`config.mk`:
```
export PLATFORM = sky130hd
export DESIGN_NAME = subbytes_share_arbiter
export DESIGN_NICKNAME = d
export VERILOG_FILES = /design/src/rtl/subbytes_share_arbiter.sv
export SDC_FILE = /design/constraint.sdc
export NUM_CORES = 1
export LEC_CHECK = 0
export CAP_MARGIN = 15
export CORE_AREA = 2 2 251 253
export CTS_CLUSTER_SIZE = 14
export DETAILED_ROUTE_END_ITERATION = 16
export DIE_AREA = 0 0 253 255
export PLACE_DENSITY = 0.45
export RECOVER_POWER = 50
export SLEW_MARGIN = 20
export SYNTH_ARGS = -nofsm -noshare
export SYNTH_HDL_FRONTEND = slang
export SYNTH_SLANG_ARGS = --single-unit
export TNS_END_PERCENT = 100
```
`constraint.sdc`:
```
create_clock -name i_clock -period 2.7 [get_ports i_clock]
set_input_delay 0.405 -clock i_clock [delete_from_list [all_inputs] [get_ports i_clock]]
set_output_delay 0.405 -clock i_clock [all_outputs]
set_load 0.03 [all_outputs]
```
`src/rtl/subbytes_share_arbiter.sv`:
```
// Round-robin or priority arbiter that shares one S-box bank between the cipher round datapath
// (requester 0) and the key-expansion unit (requester 1), and routes each result back to its owner.
module subbytes_share_arbiter #(
    parameter int unsigned NB_BYTE    = 8,
    parameter int unsigned N_BYTES    = 16,
    parameter int unsigned SB_LATENCY = 0,
    parameter int unsigned PRIO_REQ0  = 0
) (
    input  logic                         i_clock,
    input  logic                         i_reset,
    input  logic                         i_req0_valid,
    input  logic [N_BYTES*NB_BYTE-1:0]   i_req0_state,
    output logic                         o_req0_ready,
    input  logic                         i_req1_valid,
    input  logic [N_BYTES*NB_BYTE-1:0]   i_req1_state,
    output logic                         o_req1_ready,
    output logic [N_BYTES*NB_BYTE-1:0]   o_sb_state,
    output logic                         o_sb_valid,
    input  logic [N_BYTES*NB_BYTE-1:0]   i_sb_state,
    input  logic                         i_sb_valid,
    output logic                         o_rsp0_valid,
    output logic                         o_rsp1_valid,
    output logic [N_BYTES*NB_BYTE-1:0]   o_rsp_state,
    output logic                         o_busy,
    output logic                         o_error
);

    localparam int unsigned W = N_BYTES * NB_BYTE;

    if (NB_BYTE != 8) begin : g_bad_cfg
        $error("subbytes_share_arbiter: NB_BYTE must be 8");
    end

    logic                  grant0;
    logic                  grant1;
    logic                  grant_any;
    logic                  contended;
    logic                  rr_q;
    logic                  rr_d;
    logic [W-1:0]          sb_state_q;
    logic [W-1:0]          sb_state_d;
    // Index 0 is the issue stage; index SB_LATENCY lines up with the bank output.
    logic [SB_LATENCY:0]   vld_q;
    logic [SB_LATENCY:0]   vld_d;
    logic [SB_LATENCY:0]   tag_q;
    logic [SB_LATENCY:0]   tag_d;
    logic [SB_LATENCY:0]   vld_shift;
    logic [SB_LATENCY:0]   tag_shift;
    logic                  error_q;
    logic                  error_d;
    logic                  aligned_valid;
    logic                  aligned_tag;
    logic                  mismatch;
    logic                  rsp_ok;

    // Arbitration; no grants at all while reset is asserted.
    always_comb begin
        contended = i_req0_valid && i_req1_valid;
        grant0    = 1'b0;
        grant1    = 1'b0;
        if (i_reset) begin
            if (PRIO_REQ0 != 0) begin
                grant0 = i_req0_valid;
                grant1 = i_req1_valid && !i_req0_valid;
            end else if (contended) begin
                grant0 = !rr_q;
                grant1 = rr_q;
            end else begin
                grant0 = i_req0_valid;
                grant1 = i_req1_valid;
            end
        end
        grant_any = grant0 || grant1;
    end

    // Pointer only advances on a contended grant, toward the loser.
    always_comb begin
        rr_d = rr_q;
        if (!i_reset) begin
            rr_d = 1'b0;
        end else if (contended && (PRIO_REQ0 == 0)) begin
            rr_d = grant0;
        end
    end

    if (SB_LATENCY == 0) begin : g_lat0
        assign vld_shift = grant_any;
        assign tag_shift = grant1;
    end else begin : g_latn
        assign vld_shift = {vld_q[SB_LATENCY-1:0], grant_any};
        assign tag_shift = {tag_q[SB_LATENCY-1:0], grant1};
    end

    always_comb begin
        vld_d      = vld_shift;
        tag_d      = tag_shift;
        sb_state_d = sb_state_q;
        if (grant0) begin
            sb_state_d = i_req0_state;
        end else if (grant1) begin
            sb_state_d = i_req1_state;
        end
        if (!i_reset) begin
            vld_d      = '0;
            tag_d      = '0;
            sb_state_d = '0;
        end
    end

    assign aligned_valid = vld_q[SB_LATENCY];
    assign aligned_tag   = tag_q[SB_LATENCY];
    assign mismatch      = (i_sb_valid != aligned_valid);

    always_comb begin
        error_d = error_q || mismatch;
        if (!i_reset) begin
            error_d = 1'b0;
        end
    end

    always_ff @(posedge i_clock) begin
        rr_q       <= rr_d;
        sb_state_q <= sb_state_d;
        vld_q      <= vld_d;
        tag_q      <= tag_d;
        error_q    <= error_d;
    end

    // Words caught by a reset produce no response, even if already at the bank output.
    assign rsp_ok       = i_reset && aligned_valid && i_sb_valid && !mismatch;
    assign o_rsp0_valid = rsp_ok && !aligned_tag;
    assign o_rsp1_valid = rsp_ok && aligned_tag;
    assign o_rsp_state  = i_sb_state;

    assign o_req0_ready = grant0;
    assign o_req1_ready = grant1;
    assign o_sb_valid   = vld_q[0];
    assign o_sb_state   = sb_state_q;
    assign o_busy       = |vld_q;
    assign o_error      = error_q;

endmodule

```
# [Yosys cells after proc, flatten, opt, wreduce, memory -nomap -nowiden]
# Cells that the tools add are included.
[totals] ff_bits=132 output_inout_bits=263 word_cells=24
[op_classes] n_eq_ne=1 n_mux=6 reduce_logical=12
[ops] operator="128-bit 2-to-1 mux" count=2
[ops] operator="1-bit logical AND" count=6
[ops] operator="1-bit 2-to-1 mux" count=4
[ops] operator="1-bit zero test" count=3
[ops] operator="1-bit logical OR" count=2
[ops] operator="2-bit nonzero test" count=1
[ops] operator="1-bit inequality test" count=1

# [Depth between registers and ports, before layout]
[logic_depth] word_depth=5 depth_mapped=7

# [Worst setup path before layout]
# No wires, ideal clock.
[synth_timing] path_kind="input to output" start="in i_reset" end="out o_req1_ready" arrival_time_ns=1.586 t_required_ns=2.295 slack_ns=0.709 path_stages=5 n_path_buf=3 cell_sequence="buf_2 buf_2 buf_1 nand2_1 a21oi_1"
[synth_via] elab_chain_len=1
[synth_rtl] item="from (decl)" line="10" text="input logic i_reset,"
[synth_rtl] item="1-bit 2-to-1 mux" line="61" text="if (i_reset) begin"
[synth_rtl] item="to (decl)" line="16" text="output logic o_req1_ready,"
# Every way passes these cells.

# [Final worst setup path]
[layout_timing] start="in i_req1_valid" end="reg sb_state_q[44] (netlist: o_sb_state[44])"
[layout_via] elab_chain_len=4 elab_cells_between_ends=7 classes_between="5 x mux; 2 x reduce/logical"
[layout_rtl] item="from (decl)" line="14" text="input logic i_req1_valid,"
[layout_rtl] item="1-bit logical AND" line="58" text="contended = i_req0_valid && i_req1_valid;"
[layout_rtl] item="1-bit 2-to-1 mux" line="65" text="end else if (contended) begin"
[layout_rtl] item="1-bit 2-to-1 mux" line="61"
[layout_rtl] item="128-bit 2-to-1 mux / 2-bit nonzero test (equally long branches)"
[layout_rtl] item="to (signal assigned)" line="123" text="sb_state_q <= sb_state_d;"
[layout_rtl] item="to (decl)" line="40" text="logic [W-1:0] sb_state_q;"
# Parallel ways exist; a longest one is shown, timed or not.
# A chain may end at the register's enable or synchronous reset.

==> out/summary.log <==
qor: clock_network.number_of_sinks_on_the_clock_net 132
qor: global_routing.wire_length_of_the_first_global_routing_pass 51.1 mm
qor: synthesis.synthDominantCellAreaShare 0.358
qor: power_and_ir_drop.pwr-share-seq 0.350
qor: timing.grt_setup_unrepaired false
qor: critical_path.worstSetupPathType in -> reg
qor: clock_network.h-tree-depth 4
qor: layout.syn2layout_area_growth 60.0%
qor: critical_path.timing.critical_path.depth 7
qor: power_and_ir_drop.cell_internal_pwr 4.39 mW
qor: placed_design.place_area 11300 µm²
qor: power_and_ir_drop.comb_power_share 0.274
qor: layout.finish.utilization 0.190
qor: power_and_ir_drop.p_sw 2.03 mW
qor: critical_path.start_kind input port
qor: route.detail_route.wl_per_cell 19.0 µm
qor: die.die_h 255 µm
qor: critical_path.critical-path-slowest-cell sky130_fd_sc_hd__clkdlybuf4s50_1
qor: power_and_ir_drop.p_per_area 543 nW/µm²
qor: layout.drive_above_1_share 0.0494
qor: clock_network.path_clk_slew 0.06 ns
qor: global_routing.first_global_vias 7751
qor: global_routing.global_route.usage.total 0.107
qor: global_routing.grt_start_max_net_pins 130
qor: placed_design.place_inst 1884
qor: timing.setup_tns 0 ns
qor: synthesis.synth.yosys.warnings 0
qor: clock_network.cts_root_buf sky130_fd_sc_hd__clkbuf_16
qor: placed_design.dp_slack 0.479 ns
qor: critical_path.crit_chain clkdlybuf4s50_1 > clkbuf_1 > inv_4 > clkbuf_4 > buf_4 > o2111ai_1 > o311ai_0
qor: route.antenna_violating_nets_post_route 0
qor: hold_path.holdPathStages 2
qor: critical_path.worst_path_dominant_cell_family buffers and inverters
qor: synthesis.synth.area.top_cells sky130_fd_sc_hd__dfxtp_1 36%, sky130_fd_sc_hd__o2111ai_1 15%, sky130_fd_sc_hd__o311ai_0 14%, sky130_fd_sc_hd__nand2_1 13%, sky130_fd_sc_hd__buf_4 13%
qor: clock_network.clockBufferDepth 2
qor: clock_network.cts-resized-gates 0
qor: synthesis.yosys.cell_types.count 20
qor: layout.layout.cells.non_filler 1915
qor: flow_run.drv_cap 0
qor: power_and_ir_drop.power.leakage 3.71 nW
qor: die.fp.dieArea 64500 µm²
qor: critical_path.worst-endpoint-arrival 2.66 ns
qor: placed_design.number_of_buffers_inserted_by_port_buffering 395
qor: timing.final.min_clock_period 2.38 ns
qor: critical_path.number_of_buffers_and_inverters_on_the_critical_path 5
qor: power_and_ir_drop.p_clk_frac 0.375
qor: clock_network.cts.repair_timing.setup_buffer_count 0
qor: timing.finalClockSkew 0.00894 ns
qor: global_routing.grt.overflow.total 0
qor: die.area_of_the_core 62200 µm²
qor: timing.final.setup.worst_slack 0.320 ns
qor: clock_network.worst_skew_pair_later_pin_latency 0.47 ns
qor: critical_path.slowest_delay 0.48 ns
qor: die.floorplan.rows 92
qor: timing.max_slew_margin 0.0844
qor: layout.mostFrequentLayoutCell sky130_fd_sc_hd__clkdlybuf4s50_1
qor: timing.setup_failing_eps_final 0
qor: clock_network.cts_tree yes
qor: die.num_io_pins 652
qor: layout.finish.net_count 1493
qor: critical_path.critPathRequiredTime 2.98 ns
qor: synthesis.mappedNetlistNets 1295
qor: clock_network.num_cts_buffers 17
qor: placed_design.dpl.hpwl 25.0 mm
qor: route.detailroute.via_count 7935
qor: layout.fillCellCount 6947
qor: route.drc_errors 0
qor: route.firstDrtPassIters 5
qor: route.postRouteWirelength 36.4 mm
qor: critical_path.crit_path_end_kind flip-flop
qor: synthesis.postSynthAreaPerCell 8.15 µm²
qor: die.start_util 0.119
qor: synthesis.synth_area_leader_cell sky130_fd_sc_hd__dfxtp_1
qor: power_and_ir_drop.switching_share 0.316
qor: timing.fraction_of_the_cycle_the_final_worst_path_needs 0.881
qor: timing.max_freq 420 MHz
qor: synthesis.synthesis.area 7380 µm²
qor: status.outcome complete, no violations
qor: synthesis.yosysSeqAreaShare 0.358
qor: clock_network.cts_hold_buf 0
qor: critical_path.ff_to_ff_path_depth 4
qor: layout.fin_area 11800 µm²
qor: synthesis.ys_seq_elements 132
qor: timing.worst_slew_pin_slew 1.37 ns
qor: placed_design.finalWeightedCongestion 0.749
qor: critical_path.crit_fanout 41
qor: global_routing.antenna_found_initial 7
qor: layout.final_cell_mix 392 x sky130_fd_sc_hd__clkdlybuf4s50_1, 259 x sky130_fd_sc_hd__nand2_1, 132 x sky130_fd_sc_hd__dfxtp_1
qor: route.initialDrtViolationCount 390
qor: die.floorplan.die.width 253 µm
qor: hold_path.hold_crit_path_type in -> reg
qor: synthesis.synthCells 906
qor: power_and_ir_drop.irDropWorstVdd 0.483 mV
qor: timing.report.final.hold_viol_count 0
qor: timing.number_of_pins_with_negative_max_slew_slack_in_the_final_report 0
qor: route.avgViaCountPerCell 4.14
[final timing paths]
path | startpoint | to | slack (ns)
min reg2reg | o_sb_state[50] | o_sb_state[50] | 0.47
min | i_req0_valid | aligned_tag | 0.26
max | i_req1_valid | o_sb_state[44] | 0.32
max reg2reg | rr_q | o_sb_state[94] | 1.10
[power by group through the flow]
stage	Sequential, mW	Clock, mW	Combinational [mW]
3_5_place_dp	2.29	0	1.79
5_1_grt	2.27	2.59	1.86
6_report	2.25	2.41	1.76
2_1_floorplan	2.65	0	0.770
4_1_cts	2.25	2.54	1.79
3_3_place_gp	2.29	0	1.78
[synth_stat cells]
master and n:
sky130_fd_sc_hd__o311ai_0 119, sky130_fd_sc_hd__buf_1 1, sky130_fd_sc_hd__o21a_1 1, sky130_fd_sc_hd__buf_2 28
sky130_fd_sc_hd__and2_1 1, sky130_fd_sc_hd__nand3_1 1, sky130_fd_sc_hd__o2111ai_1 128, sky130_fd_sc_hd__xor2_1 1
sky130_fd_sc_hd__inv_1 3, sky130_fd_sc_hd__buf_6 1, sky130_fd_sc_hd__buf_4 129, sky130_fd_sc_hd__clkbuf_1 84
sky130_fd_sc_hd__nor2_1 3, sky130_fd_sc_hd__dfxtp_1 132, sky130_fd_sc_hd__nor3b_1 1, sky130_fd_sc_hd__xnor2_1 1
sky130_fd_sc_hd__nand2_1 259, sky130_fd_sc_hd__o311ai_1 9, sky130_fd_sc_hd__nor2b_1 1, sky130_fd_sc_hd__a21oi_1 3
[kinds of logic after synthesis]
family,Yosys count,synth area share
AND/OR/NAND/NOR,266,0.137
buffers and inverters,246,0.196
AO/OA/AOI/OAI,260,0.307
flip-flops,132,0.358
XOR/XNOR,2,0.00237
[final cells by class]
| cell class | count | area, µm² | share of cell area |
|---|---|---|---|
| Clock buffer | 24 | 492 | 0.0416 |
| Clock inverter | 5 | 75.1 | 0.00635 |
| Inverter | 3 | 16.3 | 0.00138 |
| Antenna cell | 2 | 5.00 | 0.000424 |
| Tap cell | 799 | 1000 | 0.0846 |
| Timing Repair Buffer | 422 | 4270 | 0.361 |
| Multi-Input combinational cell | 528 | 3310 | 0.281 |
| Sequential cell | 132 | 2640 | 0.224 |
[state kept, by name, summed over array words and instances, names as in the netlist]
name,flops
o_sb_state,128
o_busy,1
rr_q,1
o_error,1
aligned_tag,1
[metal layers]
layer	up-vias	global-route usage	wire, µm
met1	3760	0.120	14400
li1	3689	-	-
met4	10	0.0627	1550
met3	98	0.0430	3110
met5	-	0	64
met2	378	0.172	17300
[stage by stage]
stage	total power, mW	hold slack, ns
2_1_floorplan	3.42	0.553
3_3_place_gp	4.07	0.440
3_5_place_dp	4.08	0.447
4_1_cts	6.59	0.210
5_1_grt	6.72	0.237
6_report	6.42	0.259
(Power assumes the default switching activity.)
